<file path="config.mk">
export PLATFORM = sky130hd
export DESIGN_NAME = error_monitor
export DESIGN_NICKNAME = d
export VERILOG_FILES = /design/src/rtl/rega_pkg.sv /design/src/rtl/cond_debounce.sv /design/src/rtl/error_monitor.sv
export SDC_FILE = /design/constraint.sdc
export NUM_CORES = 1
export LEC_CHECK = 0
export BUFFER_PORTS_ARGS = -buffer_cell sky130_fd_sc_hd__buf_2
export CORE_UTILIZATION = 30
export DETAILED_ROUTE_END_ITERATION = 6
export GPL_ROUTABILITY_DRIVEN = 0
export PLACE_DENSITY = 0.53
export SLEW_MARGIN = 15
export SYNTH_ARGS = -nofsm -noshare
export SYNTH_HDL_FRONTEND = slang
export SYNTH_SLANG_ARGS = --single-unit
</file>
<file path="constraint.sdc">
create_clock -name clk -period 2.85 [get_ports clk]
set_clock_uncertainty 0.1 [all_clocks]
set_input_delay 0.1425 -clock clk [delete_from_list [all_inputs] [get_ports clk]]
set_output_delay 0.1425 -clock clk [all_outputs]
set_load 0.1 [all_outputs]
</file>
<file path="src/rtl/rega_pkg.sv">
// Shared definitions for the irrigation fault supervisor: error codes,
// supervisor state encoding and the fault priority encoder.
package rega_pkg;

   localparam logic [1:0] ERR_SENSOR   = 2'b00;
   localparam logic [1:0] ERR_DRYRUN   = 2'b01;
   localparam logic [1:0] ERR_TIMEOUT  = 2'b10;
   localparam logic [1:0] ERR_OVERFLOW = 2'b11;

   typedef enum logic {
      NORMAL = 1'b0,
      FAULT  = 1'b1
   } state_t;

   // deb is indexed by error code; priority is SENSOR > OVERFLOW > DRYRUN > TIMEOUT.
   function automatic logic [1:0] prio_code(input logic [3:0] deb);
      logic [1:0] code;
      code = ERR_TIMEOUT;
      if (deb[ERR_SENSOR])
         code = ERR_SENSOR;
      else if (deb[ERR_OVERFLOW])
         code = ERR_OVERFLOW;
      else if (deb[ERR_DRYRUN])
         code = ERR_DRYRUN;
      return code;
   endfunction

endpackage

</file>
<file path="src/rtl/cond_debounce.sv">
// Saturating run-length debouncer: deb is high once raw has been sampled
// high on DEB_CYCLES consecutive edges, and drops on the first low sample.
module cond_debounce #(
   parameter int DEB_CYCLES = 16
) (
   input  logic clk,
   input  logic reset_n,
   input  logic raw,
   output logic deb
);

   localparam int CNT_W = $clog2(DEB_CYCLES + 1);
   localparam logic [CNT_W-1:0] CNT_MAX = CNT_W'(DEB_CYCLES);

   logic [CNT_W-1:0] cnt;

   always_ff @(posedge clk or negedge reset_n) begin
      if (!reset_n)
         cnt <= '0;
      else if (!raw)
         cnt <= '0;
      else if (cnt != CNT_MAX)
         cnt <= cnt + 1'b1;
   end

   assign deb = (cnt == CNT_MAX);

endmodule

</file>
<file path="src/rtl/error_monitor.sv">
// Irrigation fault supervisor: debounces four fault conditions, latches the
// highest-priority one for the 7-segment decoder and inhibits the actuators.
module error_monitor
   import rega_pkg::*;
#(
   parameter int DEB_CYCLES    = 16,
   parameter int TIMEOUT_TICKS = 600
) (
   input  logic clk,
   input  logic reset_n,
   input  logic tick,
   input  logic sens_h,
   input  logic sens_m,
   input  logic sens_l,
   input  logic fill_on,
   input  logic valve_on,
   input  logic ack,
   output logic En,
   output logic C1,
   output logic C0,
   output logic inhibit
);

   localparam int VT_W = $clog2(TIMEOUT_TICKS + 1);
   localparam logic [VT_W-1:0] VT_MAX = VT_W'(TIMEOUT_TICKS);

   logic [VT_W-1:0] vt_cnt;
   logic [3:0]      raw;
   logic [3:0]      deb;
   state_t          state_q, state_d;
   logic [1:0]      code_q, code_d;

   always_ff @(posedge clk or negedge reset_n) begin
      if (!reset_n)
         vt_cnt <= '0;
      else if (!valve_on)
         vt_cnt <= '0;
      else if (tick && (vt_cnt != VT_MAX))
         vt_cnt <= vt_cnt + 1'b1;
   end

   // raw and deb are indexed by error code so the latched code selects its own deb bit.
   always_comb begin
      raw               = '0;
      raw[ERR_SENSOR]   = (sens_h & ~sens_m) | (sens_h & ~sens_l) | (sens_m & ~sens_l);
      raw[ERR_OVERFLOW] = sens_h & fill_on;
      raw[ERR_DRYRUN]   = ~sens_l & valve_on;
      raw[ERR_TIMEOUT]  = (vt_cnt == VT_MAX);
   end

   for (genvar g = 0; g < 4; g++) begin : g_deb
      cond_debounce #(
         .DEB_CYCLES(DEB_CYCLES)
      ) u_deb (
         .clk    (clk),
         .reset_n(reset_n),
         .raw    (raw[g]),
         .deb    (deb[g])
      );
   end

   always_ff @(posedge clk or negedge reset_n) begin
      if (!reset_n) begin
         state_q <= NORMAL;
         code_q  <= ERR_SENSOR;
      end else begin
         state_q <= state_d;
         code_q  <= code_d;
      end
   end

   // Leaving FAULT only looks at the latched condition; a new fault latches from NORMAL next edge.
   always_comb begin
      state_d = state_q;
      code_d  = code_q;
      case (state_q)
         NORMAL: begin
            if (|deb) begin
               state_d = FAULT;
               code_d  = prio_code(deb);
            end
         end
         FAULT: begin
            if (ack && !deb[code_q])
               state_d = NORMAL;
         end
         default: state_d = NORMAL;
      endcase
   end

   assign En      = (state_q == FAULT);
   assign inhibit = (state_q == FAULT);
   assign C1      = code_q[1];
   assign C0      = code_q[0];

endmodule

</file>
# ---- Yosys cells after proc, flatten, opt, wreduce, memory -nomap -nowiden
# Cells that the tools add are included.
dict set report word_totals {
  output_inout_bits 4
  regBits 33
}
dict set report classes {
  addsub 5
  bitwise 10
  n_lt_le_gt_ge 1
  mux 18
  n_eq_ne 15
  reduce_logical 5
}
# cell n
set ops {}
lappend ops {{5-bit 2-to-1 mux} 8}
lappend ops {{5-bit by 1-bit adder with 5-bit output, second input constant} 4}
lappend ops {{5-bit == test, second input constant} 4}
lappend ops {{10-bit 2-to-1 mux} 2}
lappend ops {{5-bit inequality test, second input constant} 4}
lappend ops {{10-bit by 1-bit adder with 10-bit output, second input constant} 1}
lappend ops {{10-bit == test, second input constant} 1}
lappend ops {{10-bit inequality test, second input constant} 1}
lappend ops {{2-bit inequality test, second input constant} 4}
lappend ops {{2-bit 2-to-1 mux} 3}
lappend ops {{1-bit bitwise AND} 5}
lappend ops {{4-bit OR reduction} 1}
lappend ops {{2-bit by 3-bit < comparator with 1-bit output, second input constant} 1}
lappend ops {{1-bit 2-to-1 mux} 3}
lappend ops {{1-bit NOT} 3}
lappend ops {{1-bit binary-select mux with 2-bit select} 1}
lappend ops {{1-bit logical AND} 2}
lappend ops {{2-bit by 1-bit inequality test with 1-bit output, second input constant} 1}
lappend ops {{1-bit OR} 2}
lappend ops {{1-bit one-hot mux with 2 select lines} 1}
lappend ops {{2-bit AND reduction} 1}
lappend ops {{1-bit logical NOT} 1}

# ---- Longest topological paths before layout
dict set report depth {
  depth_word 7
  depth_mapped 7
  mapped_depth_nobuf 6
}

# ---- By module
# A second synthesis with hierarchy kept.
dict set report unflattened {
  cells_unflattened 195
  area_unflattened_um2 1896.8
}
# mod area_per_inst_um2 instances cells_each seq_area_each_um2
set by_module_without_submodules {}
lappend by_module_without_submodules {cond_debounce 279.0 4 27 125.1}
lappend by_module_without_submodules {error_monitor 780.7 1 87 325.3}

# ---- Worst setup path before layout
# OpenSTA, ideal clock, no wires.
dict set report synth_timing {
  kind {reg2reg}
  startpoint {register vt_cnt[0]}
  endpoint {register vt_cnt[2]}
  stages_incl_launch_ff 8
  required_ns 2.671
  path_slack_ns 0.817
  n_path_buf 1
  t_arrival_ns 1.854
  cell_sequence {dfrtp_1 > inv_1 > ha_1 > or4b_1 > or4_1 > buf_6 > nand3_2 > mux2i_1}
}
dict set report synth_via {
  elab_chain_cells 3
}
# element line_no
set synth_lines {}
lappend synth_lines {{start: declaration} error_monitor.sv:27} ;# logic [VT_W-1:0] vt_cnt;
lappend synth_lines {{start signal: assignment} error_monitor.sv:39} ;# vt_cnt <= vt_cnt + 1'b1;
lappend synth_lines {{10-bit by 1-bit adder with 10-bit output / 10-bit inequality test (equally long branches)} {error_monitor.sv:39, error_monitor.sv:38}}
lappend synth_lines {{10-bit 2-to-1 mux / 1-bit logical AND (equally long branches)} error_monitor.sv:38} ;# else if (tick && (vt_cnt != VT_MAX))
lappend synth_lines {{10-bit 2-to-1 mux / 2-bit by 1-bit inequality test with 1-bit output (equally long branches)} --}
# Several ways; a longest one is shown, not always the timed one. The select of a mux whose other input is x is not followed.
# A chain may end at the register's enable or synchronous reset.

# ---- Final worst setup path
dict set report layout_timing {
  startpoint {register vt_cnt[0]}
  endpoint {register vt_cnt[0]}
}
# Same word-level chain as after synthesis.

==> results.md <==
* Status: finished clean
* Crit path launch type: register
* Placeable Area at 5570 um^2
* Switching power at 0.000342 W
* Syn Nets at 196
* MaxCap Viol Count at 0
* Net Sw Frac at 0.320
* Routed WL at 3050 um
* Synth warn at 0
* CP required at 2.95 ns
* Fillers at 566
* Leakage at 0.883 nW
* Critical path cell sequence: inv_1 > ha_1 > or4b_1 > or4_1 > nand2_4 > mux2i_1
* Top-count cell post-synth: dfrtp_1
* Mapped Avg Cell Area at 9.97 um^2
* Xor/xnor cell area share of the yosys netlist at 0.114
* CTS tree: done
* Yosys top cell area share at 0.468
* Internal Pwr Total at 0.000728 W
* Later-pin clock latency in the skew report at 0.28 ns
* Tmin final at 2.24 ns
* Worst Path Buf+Inv at 1
* Top cells by count, synth: dfrtp_1, nor2_1, xnor2_1
* Flip-flop and latch count after synthesis at 33
* Slowest CP cell: or4_1
* Crit path from: vt_cnt[0]
* Post-synth EDFFs at 0
* Adder-Cell Fraction of Synth Area at 0.0709
* Vias/cell at 4.54
* Sequential fraction of the synthesis area at 0.468
* Hold path start: ack
* Final hold violations at 0
* Fin util at 0.359
* Largest net degree at the start of global routing at 34
* Post-CTS Resized at 0
* Clk pwr share at 0.332
* Clock Path Buffers at 2
* Hpwl dp at 2150 um
* IO Pins at 13
* Critical path class: reg2reg
* Initial core utilization at 0.317
* Tightest Hold Check Type: in2reg
* Share of cells above drive strength 1 at 0.130
* Clk sinks at 33
* Critical path fanouts, max at 7
* RSZ-0062 raised after global routing: no
* Number of nets in the layout at 212
* Sequential power share at 0.484
* Max-slew headroom at 0.504
* Worst-path clk slew at 0.07 ns
* Mapped cell area at 1770 um^2
* DR vias at 1,204
* First-pass GRT wire length at 5550 um
* Async S/R FF share, synth at 1.00
* Worst-margin pin slew at 0.744 ns
* Die Wd at 78.7 um
* Fmax at 447 MHz
* Clock root buffer: clkbuf_8
* Vias in the first global route at 1,216
* Worst reg2reg path startpoint: vt_cnt[0]
* Crit path max-delay family: simple AND/OR/NAND/NOR gates
* Cell count after synthesis at 177
* Row count at 27
* Final period utilization at 0.785
* Unique masters post-synth at 31
* Final ANT Viol Nets at 0
* Pwr Density at 535 nW/um^2
* Slowest Stage Delay on Critical Path at 0.68 ns
* Drt drc at 0
* Die Area at 6200 um^2
* Max Slew Vio Count at 0
* Critical path arrival at 2.34 ns
* Final setup viols at 0
* Tot GR Track Use at 0.116
* Num CTS Buffers at 5
* Main combinational cell family by area after synthesis: simple AND/OR/NAND/NOR gates
* Crit end category: register
* Simple-Gate Fraction of Synth Area at 0.231
* VDD IR max at 0.000146 V
* Total grt overflow at 0
* Post-synthesis mux area share at 0.0454
* P&R area growth vs syn at 13.3%
* Synth Flop Type: dfrtp_1
* Die extent in y at 78.7 um
* First-pass iteration count of the detailed router at 4
* Drt initial violations at 55
* Ant diodes at 0
* Initial antenna violation count at 0
* Compound-gate portion of the synthesized area at 0.0213
* Gate power share at 0.184
* Setup TNS at 0 ns
* # port buffers at 12
* H-tree Lvls at 2
* Area leader, netlist: dfrtp_1
* WL/cell at 11.5 um
* Synth area leaders: dfrtp_1, xnor2_1, ha_1
==> metal layers <==
metal,GRT usage,wire (um),vias up
met1,0.149,1560,578
met5,0,0,-
met3,0.0333,91,6
met2,0.183,1340,10
li1,-,-,610
met4,0.0500,63,0
==> power by group through the flow <==
stage          Sequential [W]  Clock, W  Combinational, W
2_1_floorplan        0.000583         0          0.000103
3_3_place_gp         0.000527         0          0.000199
3_5_place_dp         0.000528         0          0.000200
4_1_cts              0.000519  0.000372          0.000200
5_1_grt              0.000522  0.000393          0.000214
6_report             0.000518  0.000355          0.000197
==> placed cells by master (no fill, tap or decap) <==
cell type / Yosys / routed
a21oi_1: 1 / 1
and2_1: 5 / 5
and3_1: 1 / 1
buf_2: 1 / 12
buf_4: 1 / 4
clkbuf_1: 5 / 1
clkbuf_8: 0 / 6
dfrtp_1: 33 / 33
dlygate4sd3_1: 0 / 1
ha_1: 10 / 10
inv_1: 12 / 12
mux2i_1: 8 / 8
nand2_1: 14 / 14
nand2_4: 1 / 1
nand2b_1: 2 / 2
nand3_1: 11 / 11
nand3_2: 1 / 1
nand3b_1: 1 / 1
nand4_1: 4 / 4
nor2_1: 21 / 21
nor2b_1: 2 / 2
nor3_1: 5 / 5
nor3_2: 1 / 1
nor4_1: 1 / 1
nor4bb_1: 4 / 4
o21ai_0: 3 / 3
o22a_1: 2 / 2
or3_1: 1 / 1
or4_1: 1 / 1
or4b_1: 1 / 1
xnor2_1: 15 / 15
xor2_1: 8 / 8
==> path summary, 6_finish.rpt <==
path	slack [ns]	cells past startpoint	endpoint
setup / recovery	0.61	6	vt_cnt[0]
hold / removal	0.1	3	En
setup reg to reg	0.61	6	vt_cnt[0]
hold reg to reg	0.43	2	g_deb[0].u_deb.cnt[4]
max in group asynchronous	1.81	2	g_deb[3].u_deb.cnt[4]
min in group asynchronous	0.36	2	g_deb[1].u_deb.cnt[0]
==> sequential cells by signal, indices dropped and copies added, names as in the netlist <==
signal / flops
g_deb.u_deb.cnt: 20
En: 1
code_q: 2
vt_cnt: 10
==> cells by family after synthesis <==
family,after synthesis
XOR/XNOR,23
buffers and inverters,20
adder cells (fa/ha/maj),10
AO/OA/AOI/OAI,6
multiplexers,8
flip-flops,33
AND/OR/NAND/NOR,77
==> area by class of cell <==
class	count	area, um^2	area share
well taps	72	90.1	0.0451
clock buffers	7	86.3	0.0432
flip-flops and latches	33	826	0.413
multi-input cells	124	852	0.426
inverters	12	45.0	0.0225
repair buffers	17	100	0.0501
==> repair_timing <==
action,4_1_cts,5_1_grt
endpoints found under the hold margin,33,0
setup buffers,0,0
hold buffers,1,0
==> worst register-to-register path, cell delays in order (launching register included) <==
cell	delay [ns]
dfrtp_1	0.41
inv_1	0.09
ha_1	0.14
or4b_1	0.42
or4_1	0.68
nand2_4	0.16
mux2i_1	0.18
==> per-stage QoR <==
stage               total power [W]  setup WS (ns)  hold slack [ns]  cells  instance area [um^2]
finish                      0.00107          0.613           0.0976    265                  2000
global route                0.00113          0.459            0.106    265                  2000
CTS                         0.00109          0.606           0.0922    265                  2000
detailed placement         0.000727          0.617            0.171    257                  1900
global placement           0.000727          0.650            0.164    257                  1900
floorplan                  0.000686          0.817           -0.253    177                  1770
Note: power is estimated with default switching activity, not from simulation.
